## src/rtl/lsu.sv

```systemverilog
// Load/store unit: turns execute-stage load/store requests into one single-beat
// req/gnt/rvalid bus transaction and writes aligned, extended load data back.
module lsu #(
  parameter int XLEN    = 32,
  parameter int TIMEOUT = 0
) (
  input  logic            clk,
  input  logic            rst_n,
  input  logic            mem_load_en,
  input  logic [XLEN-1:0] mem_load_addr,
  input  logic [4:0]      mem_load_regs_addr,
  input  logic            mem_store_en,
  input  logic [XLEN-1:0] mem_store_addr,
  input  logic [XLEN-1:0] mem_store_data,
  input  logic [2:0]      mem_funct3,
  output logic            stall,
  output logic            bus_req,
  output logic            bus_we,
  output logic [XLEN-1:0] bus_addr,
  output logic [3:0]      bus_be,
  output logic [XLEN-1:0] bus_wdata,
  input  logic            bus_gnt,
  input  logic            bus_rvalid,
  input  logic [XLEN-1:0] bus_rdata,
  output logic            regs_write_en,
  output logic [4:0]      regs_write_addr,
  output logic [XLEN-1:0] regs_write_data,
  output logic            misaligned_err,
  output logic            bus_err
);

  typedef enum logic [1:0] {IDLE, REQ, WAIT_R, DONE} state_t;

  localparam int CW = (TIMEOUT > 1) ? $clog2(TIMEOUT) : 1;
  localparam logic [CW-1:0] CNT_LAST = CW'((TIMEOUT > 0) ? TIMEOUT - 1 : 0);

  state_t          state, state_next;
  logic            req_present, misaligned, accept, timeout_hit, do_abort, abort_q;
  logic [XLEN-1:0] sel_addr, wdata_sel, load_ext;
  logic [1:0]      off, off_q;
  logic [3:0]      be_sel;
  logic [2:0]      funct3_q;
  logic [CW-1:0]   cnt;
  logic [7:0]      byte_val;
  logic [15:0]     half_val;

  // Load wins when both requests are present; the store is simply ignored.
  assign req_present = mem_load_en | mem_store_en;
  assign sel_addr    = mem_load_en ? mem_load_addr : mem_store_addr;
  assign off         = sel_addr[1:0];
  assign accept      = (state == IDLE) && req_present && !misaligned;

  always_comb begin
    misaligned = 1'b0;
    case (mem_funct3[1:0])
      2'b00:   misaligned = 1'b0;
      2'b01:   misaligned = off[0];
      default: misaligned = (off != 2'b00);
    endcase
  end

  always_comb begin
    be_sel    = 4'b1111;
    wdata_sel = mem_store_data;
    case (mem_funct3[1:0])
      2'b00: begin
        be_sel    = 4'b0001 << off;
        wdata_sel = {(XLEN/8){mem_store_data[7:0]}};
      end
      2'b01: begin
        be_sel    = 4'b0011 << off;
        wdata_sel = {(XLEN/16){mem_store_data[15:0]}};
      end
      default: ;
    endcase
  end

  assign byte_val = bus_rdata[{off_q, 3'b000} +: 8];
  assign half_val = bus_rdata[{off_q[1], 4'b0000} +: 16];

  always_comb begin
    load_ext = bus_rdata;
    case (funct3_q)
      3'b000:  load_ext = {{(XLEN-8){byte_val[7]}}, byte_val};
      3'b001:  load_ext = {{(XLEN-16){half_val[15]}}, half_val};
      3'b100:  load_ext = {{(XLEN-8){1'b0}}, byte_val};
      3'b101:  load_ext = {{(XLEN-16){1'b0}}, half_val};
      default: load_ext = bus_rdata;
    endcase
  end

  assign timeout_hit = (TIMEOUT > 0) && (cnt == CNT_LAST) &&
                       ((state == REQ) || (state == WAIT_R));

  // A store that is granted completes even on the last allowed cycle; a load
  // still needing its read data is aborted instead.
  always_comb begin
    state_next = state;
    do_abort   = 1'b0;
    case (state)
      IDLE:   if (accept) state_next = REQ;
      REQ: begin
        if (bus_gnt && bus_we) state_next = DONE;
        else if (timeout_hit) begin
          state_next = DONE;
          do_abort   = 1'b1;
        end else if (bus_gnt) state_next = WAIT_R;
      end
      WAIT_R: begin
        if (bus_rvalid) state_next = DONE;
        else if (timeout_hit) begin
          state_next = DONE;
          do_abort   = 1'b1;
        end
      end
      DONE:    state_next = IDLE;
      default: state_next = IDLE;
    endcase
  end

  always_ff @(posedge clk or negedge rst_n) begin
    if (!rst_n) state <= IDLE;
    else        state <= state_next;
  end

  always_ff @(posedge clk or negedge rst_n) begin
    if (!rst_n) begin
      bus_we          <= 1'b0;
      bus_addr        <= '0;
      bus_be          <= 4'b0000;
      bus_wdata       <= '0;
      funct3_q        <= 3'b000;
      off_q           <= 2'b00;
      regs_write_addr <= 5'd0;
      regs_write_data <= '0;
      cnt             <= '0;
      abort_q         <= 1'b0;
      misaligned_err  <= 1'b0;
    end else begin
      misaligned_err <= (state == IDLE) && req_present && misaligned;
      if (accept) begin
        bus_we          <= ~mem_load_en;
        bus_addr        <= {sel_addr[XLEN-1:2], 2'b00};
        bus_be          <= be_sel;
        bus_wdata       <= wdata_sel;
        funct3_q        <= mem_funct3;
        off_q           <= off;
        regs_write_addr <= mem_load_en ? mem_load_regs_addr : 5'd0;
        cnt             <= '0;
        abort_q         <= 1'b0;
      end else begin
        if ((state == REQ) || (state == WAIT_R)) cnt <= cnt + CW'(1);
        if (do_abort) abort_q <= 1'b1;
      end
      if ((state == WAIT_R) && bus_rvalid) regs_write_data <= load_ext;
    end
  end

  // stall is gated by reset so a request held by execute cannot leak through.
  assign stall = rst_n && ((state == REQ) || (state == WAIT_R) || accept);
  assign bus_req       = (state == REQ);
  assign regs_write_en = (state == DONE) && !bus_we && !abort_q && (regs_write_addr != 5'd0);
  assign bus_err       = (state == DONE) && abort_q;

endmodule
```

## config.mk

```make
export PLATFORM = sky130hd
export DESIGN_NAME = lsu
export DESIGN_NICKNAME = d
export VERILOG_FILES = /design/src/rtl/lsu.sv
export SDC_FILE = /design/constraint.sdc
export NUM_CORES = 1
export LEC_CHECK = 0
export CORE_ASPECT_RATIO = 2
export CORE_UTILIZATION = 39
export CTS_CLUSTER_SIZE = 10
export DETAILED_ROUTE_END_ITERATION = 7
export PLACE_DENSITY = 0.83
export SYNTH_ARGS = -nofsm -noshare
export SYNTH_HDL_FRONTEND = slang
export SYNTH_SLANG_ARGS = --single-unit
```

## constraint.sdc

```tcl
create_clock -name clk -period 1.9 [get_ports clk]
set_clock_uncertainty 0.1 [all_clocks]
set_input_delay 0.19 -clock clk [delete_from_list [all_inputs] [get_ports clk]]
set_output_delay 0.19 -clock clk [all_outputs]
set_load 0.05 [all_outputs]
```

==> run metrics, run 1 <==
initial DRC count 194; Total Wirelength 18.6 mm; WHS Path Cells 4; slowest stage delay, CP 390 ps; Top-Level Pins 253; #FFs+latches synth 112; Max Transition Viols Final 0; hold endpoint misaligned_err$_DFF_PN0_; DR DRC count 0; synthesized cell area 0.00602 mm²; reg2reg path depth 8; Leakage 4.34 nW; Slowest-stage cell, CP dfrtp_1; Crit Path Max Fanout 4; pin count of the biggest net entering global routing 113; CTS clock-pin slew for the worst setup and hold paths 80 ps; critical path data arrival time 1760 ps; Final setup viols 54; status finished with violations; HP Class in2reg; synth cell count leaders 112 x dfrtp_1, 61 x mux2_4, 51 x mux2_2, 41 x nand2_1, 39 x nand3_1; Worst-Margin Slew 647 ps; normalized max-slew margin 56.9%; Reg-to-Reg End bus_addr[4]$_DFFE_PN0P_; crit path cell chain inv_2, ha_4, o21ai_4, a211oi_4, nor2_8, a21boi_4, buf_12; PnR worst setup slack -151 ps; warnings from Yosys 0; critical path startpoint state[0]$_DFFE_PN0P_; Worst setup SP type flip-flop; sequential-to-total area share from yosys stat 46.5%; final hold vios 0; Clock Latency Late Sink 340 ps; hold path startpoint mem_load_en; top post-synthesis cells by area dfrtp_1 47%, mux2_4 15%, mux2_2 9.5%; met3 wire len 996 µm; Vias/cell 5.23; min Tclk post-route 2050 ps; Total Die Area 0.0160 mm²; worst r2r src state[0]$_DFFE_PN0P_; crit share post-route 108%; Finished Cell Area 0.00956 mm²; FILL cells 1158; Main synth FF type dfrtp_1; initial antenna violation count 1; DR WL/cell 18.7 µm; worst slack, placed -313 ps; vias in the first global route 5400; fraction of layout cells with a size suffix above 1 28.1%; FP Rows 63; RSZ-0062 raised after global routing yes; placer's final routability congestion estimate 0.900; Netlist cell types 47; Yosys top cell area share 46.5%; Port Buffer Count 249; top layer in use met4; asr flop ratio synth 100%; Pre-antenna DRT Iters 4; CTS tree built; Post-synth EDFFs 0; Die X 89.9 µm; Max Cap Viol 0; fmax 488 MHz; final net count 940; Die Y 178 µm; number of H-tree levels 3; Metal-1 WL 6.52 mm; area grow syn2layout 58.8%; top-count cell post-synth dfrtp_1; Max VDD drop 0.00106 V; CTS max path bufs 2; first-pass GRT wire length 28.8 mm; Avg Inst Size Synth 11.8 µm²; dpl cell area 0.00898 mm²; Worst EP required 1610 ps; CTS Buf Count 9; metal2 WL 10.2 mm; Root Buffer clkbuf_16; Starting Density 40.2%; kind of end point of the critical path output pin; DP Wirelength 13.8 mm; Setup CP Type reg2out; failing checks setup timing; Synth Instances 512; flop2flop setup slack -80 ps; Detail Route Antenna Nets 0; grt ovf 0; overall power 17.5 mW; Yosys top cell by area dfrtp_1; Cell Pwr Density 1830 mW/mm²; CTS sink cnt 112; core area 0.0150 mm²; Total Routing Usage GR 23.2%; Vias 5196
-- layout by cell type (no fill, tap or decap), drive strengths merged, types with 2 or more instances in the layout --
master / Yosys / routed
a211oi: 2 / 2
a21o: 9 / 9
a21oi: 30 / 30
a311oi: 2 / 2
buf: 17 / 74
clkbuf: 19 / 11
clkdlybuf4s50: 0 / 228
clkinv: 0 / 2
conb: 1 / 3
dfrtp: 112 / 112
ha: 5 / 5
inv: 17 / 20
mux2: 115 / 115
mux2i: 16 / 16
nand2: 41 / 41
nand2b: 9 / 9
nand3: 39 / 39
nand3b: 8 / 8
nor2: 5 / 5
nor2b: 2 / 2
nor3: 4 / 4
o21ai: 21 / 21
o31a: 2 / 2
o31ai: 8 / 8
or2: 7 / 7
or3: 7 / 7
-- through the flow --
| stage | utilization, % | cells | setup TNS (ps) | hold slack [ps] |
|---|---|---|---|---|
| 6_report | 63.8 | 994 | -2510 | 277 |
| 5_1_grt | 63.8 | 994 | -5570 | 290 |
| 4_1_cts | 63.3 | 989 | -3840 | 257 |
| 3_5_place_dp | 59.9 | 963 | -21940 | 254 |
| 3_3_place_gp | 59.9 | 963 | -17830 | 248 |
| 2_1_floorplan | - | 514 | -1260 | -206 |
-- cells by family after synthesis --
logic type,Yosys count,synth area share [%]
flops,112,46.5
simple gates,126,10.8
compound gates,83,8.79
buf+inv,53,4.45
other cells,1,0.0623
mux,132,28.3
fa+ha+maj,5,1.04
-- report_power, final --
group | switching [mW] | internal, mW | total (mW)
sequential | 0.769 | 3.56 | 4.33
clock | 0.917 | 1.08 | 2.00
combinational | 6.57 | 4.63 | 11.2
total | 8.26 | 9.27 | 17.5
-- per-layer routing --
layer	vias up	track usage, %
li1	2372	-
met1	2529	24.8
met2	242	43.8
met3	53	4.20
met4	0	11.2
met5	-	0
-- worst max-delay path: cells and delay by family, from the launching register on --
| family | cells | cell delay [ps] |
|---|---|---|
| and+or+nand+nor | 1 | 80 |
| adders and majority gates | 1 | 150 |
| DFF | 1 | 390 |
| AOI/OAI and AO/OA | 3 | 550 |
| buffers and inverters | 2 | 230 |
-- flip-flops by register name (all words and copies together) (netlist names) --
| register | count |
|---|---|
| bus_wdata | 32 |
| regs_write_data | 32 |
| bus_addr | 30 |
| regs_write_addr | 5 |
| bus_be | 4 |
| funct3_q | 3 |
| off_q | 2 |
| state | 2 |
| bus_we | 1 |
| misaligned_err | 1 |
-- what timing repair did --
| item | in CTS | in global routing |
|---|---|---|
| gates cloned | 4 | 1 |
| hold buffers | 1 | 0 |
| buffers inserted | 5 | 3 |
| endpoints found under the hold margin | 112 | 0 |
| setup endpoints to repair | 67 | 69 |
| pin swaps | 4 | 3 |
| resized for setup | 7 | 8 |
-- how the worst max path moves through the flow --
stage                                     to  slack (ps)  cells after the start
floorplan                              stall        -220                      7
global placement    bus_wdata[0]$_DFFE_PN0P_        -290                      6
detailed placement  bus_addr[30]$_DFFE_PN0P_        -310                      6
CTS                                    stall        -200                      7
global route                           stall        -210                      7
finish                                 stall        -150                      7
-- layout make-up --
cell class              instances  area (µm²)  share of cell area, %
repair buffers                304        3110                   32.5
multi-input cells             349        3030                   31.7
flip-flops and latches        112        2800                   29.3
well taps                     195         244                   2.55
clock buffers                  10         239                   2.50
clock inverters                 6        72.6                  0.759
inverters                      17        63.8                  0.667
diodes                          1        2.50                 0.0262
Power figures use the tool's default switching activity.
==> inputs of run 2 (changes only) <==
CORE_MARGIN = 5   (was not set)
==> run 2 against run 1 <==
The flow still finishes with violations (setup timing). Via count down 1.9%. Clock power down 9.5%. Critical path type unchanged. Highest routed layer unchanged. Global-route usage decreased by 2.5 points. Register-to-register slack worse by 60 ps.
==> run metrics, run 2 (synthesized netlist as in run 1, its figures left out) <==
core area 0.0152 mm² (+1.6%); initial DRC count 169 (-13%); highest-count cells in the layout ignoring fill and taps 218 x clkdlybuf4s50_1, 112 x dfrtp_1, 65 x mux2_4; Vias 5095 (-1.9%); dpl cell area 0.00893 mm² (-0.49%); fraction of layout cells with a size suffix above 1 29.4% (+1.4 points); Starting Density 39.6% (-0.63 points); first-pass GRT wire length 29.6 mm (+2.8%); CTS max path bufs 2 (unchanged); Pre-antenna DRT Iters 5 (+1); critical path startpoint state[1]$_DFFE_PN0P_; Port Buffer Count 249 (unchanged); CTS clock-pin slew for the worst setup and hold paths 80 ps (about the same); Finished Cell Area 0.00952 mm² (-0.43%); status finished with violations; Max Cap Viol 0 (unchanged); Leakage 4.35 nW (about the same); final hold vios 0 (unchanged); Die X 97.9 µm (+8.9%); Vias/cell 5.13 (-1.8%); PnR worst setup slack -145 ps (+6.58 ps); normalized max-slew margin 58.5% (+1.6 points); worst hold margin 278 ps (+0.688 ps); min Tclk post-route 2040 ps (-6.58 ps); Die Y 186 µm (+4.5%); Largest regs bus_wdata: 32 flops, regs_write_data: 32 flops, bus_addr: 30 flops; CTS Buf Count 9 (unchanged); grt ovf 0 (unchanged); Setup CP Type reg2out; DP Wirelength 14.9 mm (+8.0%); number of H-tree levels 3 (unchanged); slowest stage delay, CP 410 ps (+20 ps); Layout Cells excl Fill 993 (-0.10%); DR WL/cell 19.5 µm (+4.4%); Root Buffer clkbuf_16; Total Wirelength 19.4 mm (+4.3%); fmax 489 MHz (+0.32%); area grow syn2layout 58.1%; Slowest-stage cell, CP dfrtp_1; setup TNS -7090 ps (-4580 ps); flop2flop setup slack -140 ps (-60 ps); Clock Latency Late Sink 340 ps (about the same); n_diodes 0 (-1); most common cell after layout, fill and taps aside clkdlybuf4s50_1; RSZ-0062 raised after global routing yes; Total Routing Usage GR 20.8% (-2.5 points); Worst-Margin Slew 623 ps (-23.9 ps); Detail Route Antenna Nets 0 (unchanged); Worst setup SP type flip-flop; vias in the first global route 5561 (+3.0%); FP Rows 64 (+1.6%); DR DRC count 0 (unchanged); Final setup viols 65 (+20%); Setup crit end stall; crit share post-route 108% (-0.35 points); HP Class in2reg; Util after Layout 62.6% (-1.3 points); initial antenna violation count 0 (-1); worst r2r src state[1]$_DFFE_PN0P_; Max Transition Viols Final 0 (unchanged); WHS Path Cells 4 (unchanged); reg2reg path depth 9 (+1); placer's final routability congestion estimate 0.794 (-12%); Reg-to-Reg End bus_addr[4]$_DFFE_PN0P_; Total Die Area 0.0182 mm² (+14%); Max VDD drop 0.00139 V (+31%); Crit Path Max Fanout 3 (-1); crit path cell chain inv_2, ha_4, o21ai_4, a211oi_4, nor2_8, a21boi_2, buf_6; critical path data arrival time 1750 ps (about the same); CTS tree built; Cell Pwr Density 1820 mW/mm² (-0.72%); pin count of the biggest net entering global routing 113 (unchanged); Worst EP required 1610 ps (about the same); post-placement cell count 966 (+0.31%); final net count 938 (-0.21%); kind of end point of the critical path output pin; CTS sink cnt 112 (unchanged); failing checks setup timing; Top-Level Pins 253 (unchanged)
-- run 2: cell type report --
class | instances | area (µm²)
sequential | 112 | 2800
tap | 198 | 248
multi-input combinational | 349 | 3050
clock inverter | 5 | 40.0
fill | 1227 | 5690
clock buffer | 10 | 239
timing repair buffer | 302 | 3070
inverter | 17 | 63.8
-- run 2: repair_timing --
item	CTS	global route
buffers inserted	8	1
endpoints found under the setup margin	64	96
endpoints found under the hold margin	112	0
gates resized for setup	16	16
pin swaps	4	6
cloned	2	1
hold buffers	1	0
-- run 2: per-stage QoR --
step           setup slack [ps]  total power [mW]
2_1_floorplan              -216              11.3
3_3_place_gp               -269              15.0
3_5_place_dp               -326              15.1
4_1_cts                    -181              17.3
5_1_grt                    -217              18.1
6_report                   -145              17.3
-- run 2: how the worst min path moves through the flow --
stage                            from                              to  slack, ps
after global routing      mem_load_en  regs_write_addr[0]$_DFFE_PN0P_        300
after floorplan                 rst_n        bus_addr[10]$_DFFE_PN0P_       -210
after CTS                 mem_load_en  regs_write_addr[1]$_DFFE_PN0P_        260
after detailed placement        rst_n  regs_write_addr[2]$_DFFE_PN0P_        260
after global placement          rst_n  regs_write_addr[4]$_DFFE_PN0P_        240
final                     mem_load_en  regs_write_addr[4]$_DFFE_PN0P_        280
-- run 2: critical path, delay by kind of cell, from the launching register on --
| family | cells | cell delay (ps) |
|---|---|---|
| compound gates | 3 | 530 |
| buf+inv | 2 | 270 |
| fa+ha+maj | 1 | 160 |
| flops | 1 | 410 |
| simple gates | 1 | 60 |
-- run 2: report_power, final --
part | switching (mW) | leakage [nW] | total [mW] | internal [mW]
combinational | 6.60 | 2.86 | 11.2 | 4.59
sequential | 0.766 | 1.35 | 4.33 | 3.56
clock | 0.878 | 0.139 | 1.81 | 0.932
-- run 2: routing by layer --
metal  wire (µm)  up-vias  global-route usage, %
met1        6450     2476                   20.8
met4         939        0                   11.4
met3        1030       51                   4.13
met5           0        -                      0
met2       11000      198                   39.6
li1            -     2370                      -
==> inputs of run 3 (changes only) <==
CELL_PAD_IN_SITES_DETAIL_PLACEMENT = 1   (was not set)
CELL_PAD_IN_SITES_GLOBAL_PLACEMENT = 2   (was not set)
CORE_UTILIZATION = 26   (was 39)
PLACE_DENSITY = 0.86   (was 0.83)
clock period = 2.3 ns   (was 1.9 ns; I/O delays follow)
==> run 3 against run 2 <==
The run now ends clean. First-iteration DRC count increased by 28%. Routed wire length rose by 11%. Die area grew 46%. Worst setup slack improved by 210 ps. Combinational power down 20%. Sequential cell count unchanged. Global-route usage shrank 4.8 points. Clock power down 13%. Design area shrank 1.9%. Via count fell by 2.4%. Critical path type unchanged. Critical endpoint unchanged. Largest cell class is now multi-input gates.
==> run metrics, run 3 (synthesized netlist as in run 1, its figures left out) <==
status finished clean; Crit path depth 8 (+1); Final setup viols 0 (-100%); vias in the first global route 5667 (+1.9%); Total Wirelength 21.5 mm (+11%); Setup CP Type reg2out; CTS max path bufs 2 (unchanged); fraction of layout cells with a size suffix above 1 24.2% (-5.3 points); Slowest-stage cell, CP dfrtp_1; reg2reg path depth 10 (+1); Root Buffer clkbuf_16; setup TNS 0 ps (+7090 ps); worst r2r src state[1]$_DFFE_PN0P_; Util after Layout 41.1% (-22 points); crit path cell chain inv_2, ha_4, o21ai_2, buf_6, a211oi_4, nor2_8, a21boi_4, buf_12; most common cell after layout, fill and taps aside clkdlybuf4s50_1; P_int 7.29 mW (-20%); DR DRC count 0 (unchanged); Bufs and invs on worst path 3 (+1); CTS tree built; Logic pwr share 63.5% (-1.1 points); Total Routing Usage GR 16.0% (-4.8 points); core area 0.0227 mm² (+49%); Starting Density 26.5% (-13 points); Clock Latency Late Sink 360 ps (+20 ps); Total Die Area 0.0265 mm² (+46%); final net count 924 (-1.5%); area grow syn2layout 55.0%; crit share post-route 97.2%; worst slack, placed 24.7 ps (+350 ps); pin count of the biggest net entering global routing 49 (-57%); Port Buffer Count 249 (unchanged); DP Wirelength 16.9 mm (+13%); switching pwr 6.83 mW (-17%); Cell Pwr Density 1510 mW/mm² (-17%); Max VDD drop 0.000654 V (-53%); flop2flop setup slack 90 ps (+230 ps); CTS Buf Count 9 (unchanged); Pre-antenna DRT Iters 4 (-1); HP Class in2reg; FP Rows 78 (+22%); Max Cap Viol 0 (unchanged); CTS sink cnt 112 (unchanged); CTS clock-pin slew for the worst setup and hold paths 70 ps (about the same); normalized max-slew margin 51.4% (-7.1 points); Leakage 4.13 nW (-4.9%); DR WL/cell 20.2 µm (+3.5%); Worst-Margin Slew 729 ps (+107 ps); Top-Level Pins 253 (unchanged); final hold vios 0 (unchanged); critical path data arrival time 1910 ps (+160 ps); Switching Share 48.4% (+0.79 points); sequential power share 25.3% (+0.3 points); Vias/cell 4.68 (-8.8%); Worst EP required 1970 ps (+360 ps); Reg-to-Reg End bus_wdata[20]$_DFFE_PN0P_; placer's final routability congestion estimate 0.798 (+0.50%); min Tclk post-route 2240 ps; fmax 447 MHz; first-pass GRT wire length 33.1 mm (+12%); Vias 4972 (-2.4%); critical path startpoint state[1]$_DFFE_PN0P_; Max Transition Viols Final 0 (unchanged); highest-count cells in the layout ignoring fill and taps 244 x clkdlybuf4s50_1, 112 x dfrtp_1, 61 x mux2_4; slowest stage delay, CP 400 ps (about the same); initial antenna violation count 1 (+1); PnR worst setup slack 64.4 ps (+209 ps); Setup crit end stall; Top delay family on crit path compound AO/OA/AOI/OAI gates; Clock power frac 11.2% (+0.8 points); Die X 118 µm (+20%); Crit Path Max Fanout 3 (unchanged); kind of end point of the critical path output pin; Largest regs bus_wdata: 32 flops, regs_write_data: 32 flops, bus_addr: 30 flops; Die Y 225 µm (+21%); grt ovf 0 (unchanged); Detail Route Antenna Nets 0 (unchanged); Worst setup SP type flip-flop; number of H-tree levels 3 (unchanged); FILL cells 2498 (+100%); initial DRC count 217 (+28%)
-- run 3: per-layer routing --
metal | track usage (%) | vias to the layer above | wire length (µm)
li1 | - | 2335 | -
met1 | 15.4 | 2453 | 7170
met2 | 31.6 | 158 | 12600
met3 | 3.49 | 26 | 1100
met4 | 7.59 | 0 | 664
met5 | 0 | - | 0
-- run 3: final cells by class --
class	count	area (µm²)	area share, %
Clock buffer	10	239	2.56
Multi-Input combinational cell	349	2990	32.0
Sequential cell	112	2800	30.0
Clock inverter	6	50.0	0.536
Antenna cell	1	2.50	0.0268
Timing Repair Buffer	288	2840	30.4
Inverter	17	63.8	0.683
Tap cell	280	350	3.75
-- run 3: what timing repair did --
action                     4_1_cts  5_1_grt
cloned                           0        0
hold buffers                     1        0
hold endpoints to repair        64        0
pin swaps                        4        3
gates resized for setup          2        4
setup endpoints to repair        1       34
setup buffers                    5        3
-- run 3: metrics by stage --
step	hold WS (ps)	instance area [µm²]	total power [mW]	instances
after floorplan	-166	6040	9.32	514
after global placement	277	8970	12.4	1038
after detailed placement	278	8970	12.6	1038
after CTS	305	9300	14.3	1059
after global routing	321	9340	14.8	1063
final	313	9340	14.1	1063
-- run 3: power groups by stage --
stage	combinational, mW	sequential [mW]	clock [mW]
floorplan	2.71	6.61	0
global placement	8.85	3.58	0
detailed placement	8.98	3.60	0
CTS	9.04	3.59	1.65
global route	9.39	3.72	1.74
finish	8.97	3.57	1.58
-- run 3: worst min path at each step --
stage | startpoint | end | slack (ps) | depth (start not counted)
global placement | rst_n | regs_write_data[29]$_DFFE_PN0P_ | 280 | 2
CTS | mem_load_regs_addr[1] | regs_write_addr[1]$_DFFE_PN0P_ | 300 | 3
floorplan | rst_n | bus_addr[10]$_DFFE_PN0P_ | -170 | 0
global route | mem_load_regs_addr[1] | regs_write_addr[1]$_DFFE_PN0P_ | 320 | 3
finish | mem_load_en | misaligned_err$_DFF_PN0_ | 310 | 4
detailed placement | rst_n | regs_write_data[29]$_DFFE_PN0P_ | 280 | 2
-- run 3: tightest hold or removal path: cells and delay by family --
family | cells | cell delay (ps)
buffers and inverters | 2 | 270
AOI/OAI and AO/OA | 1 | 180
and+or+nand+nor | 1 | 40
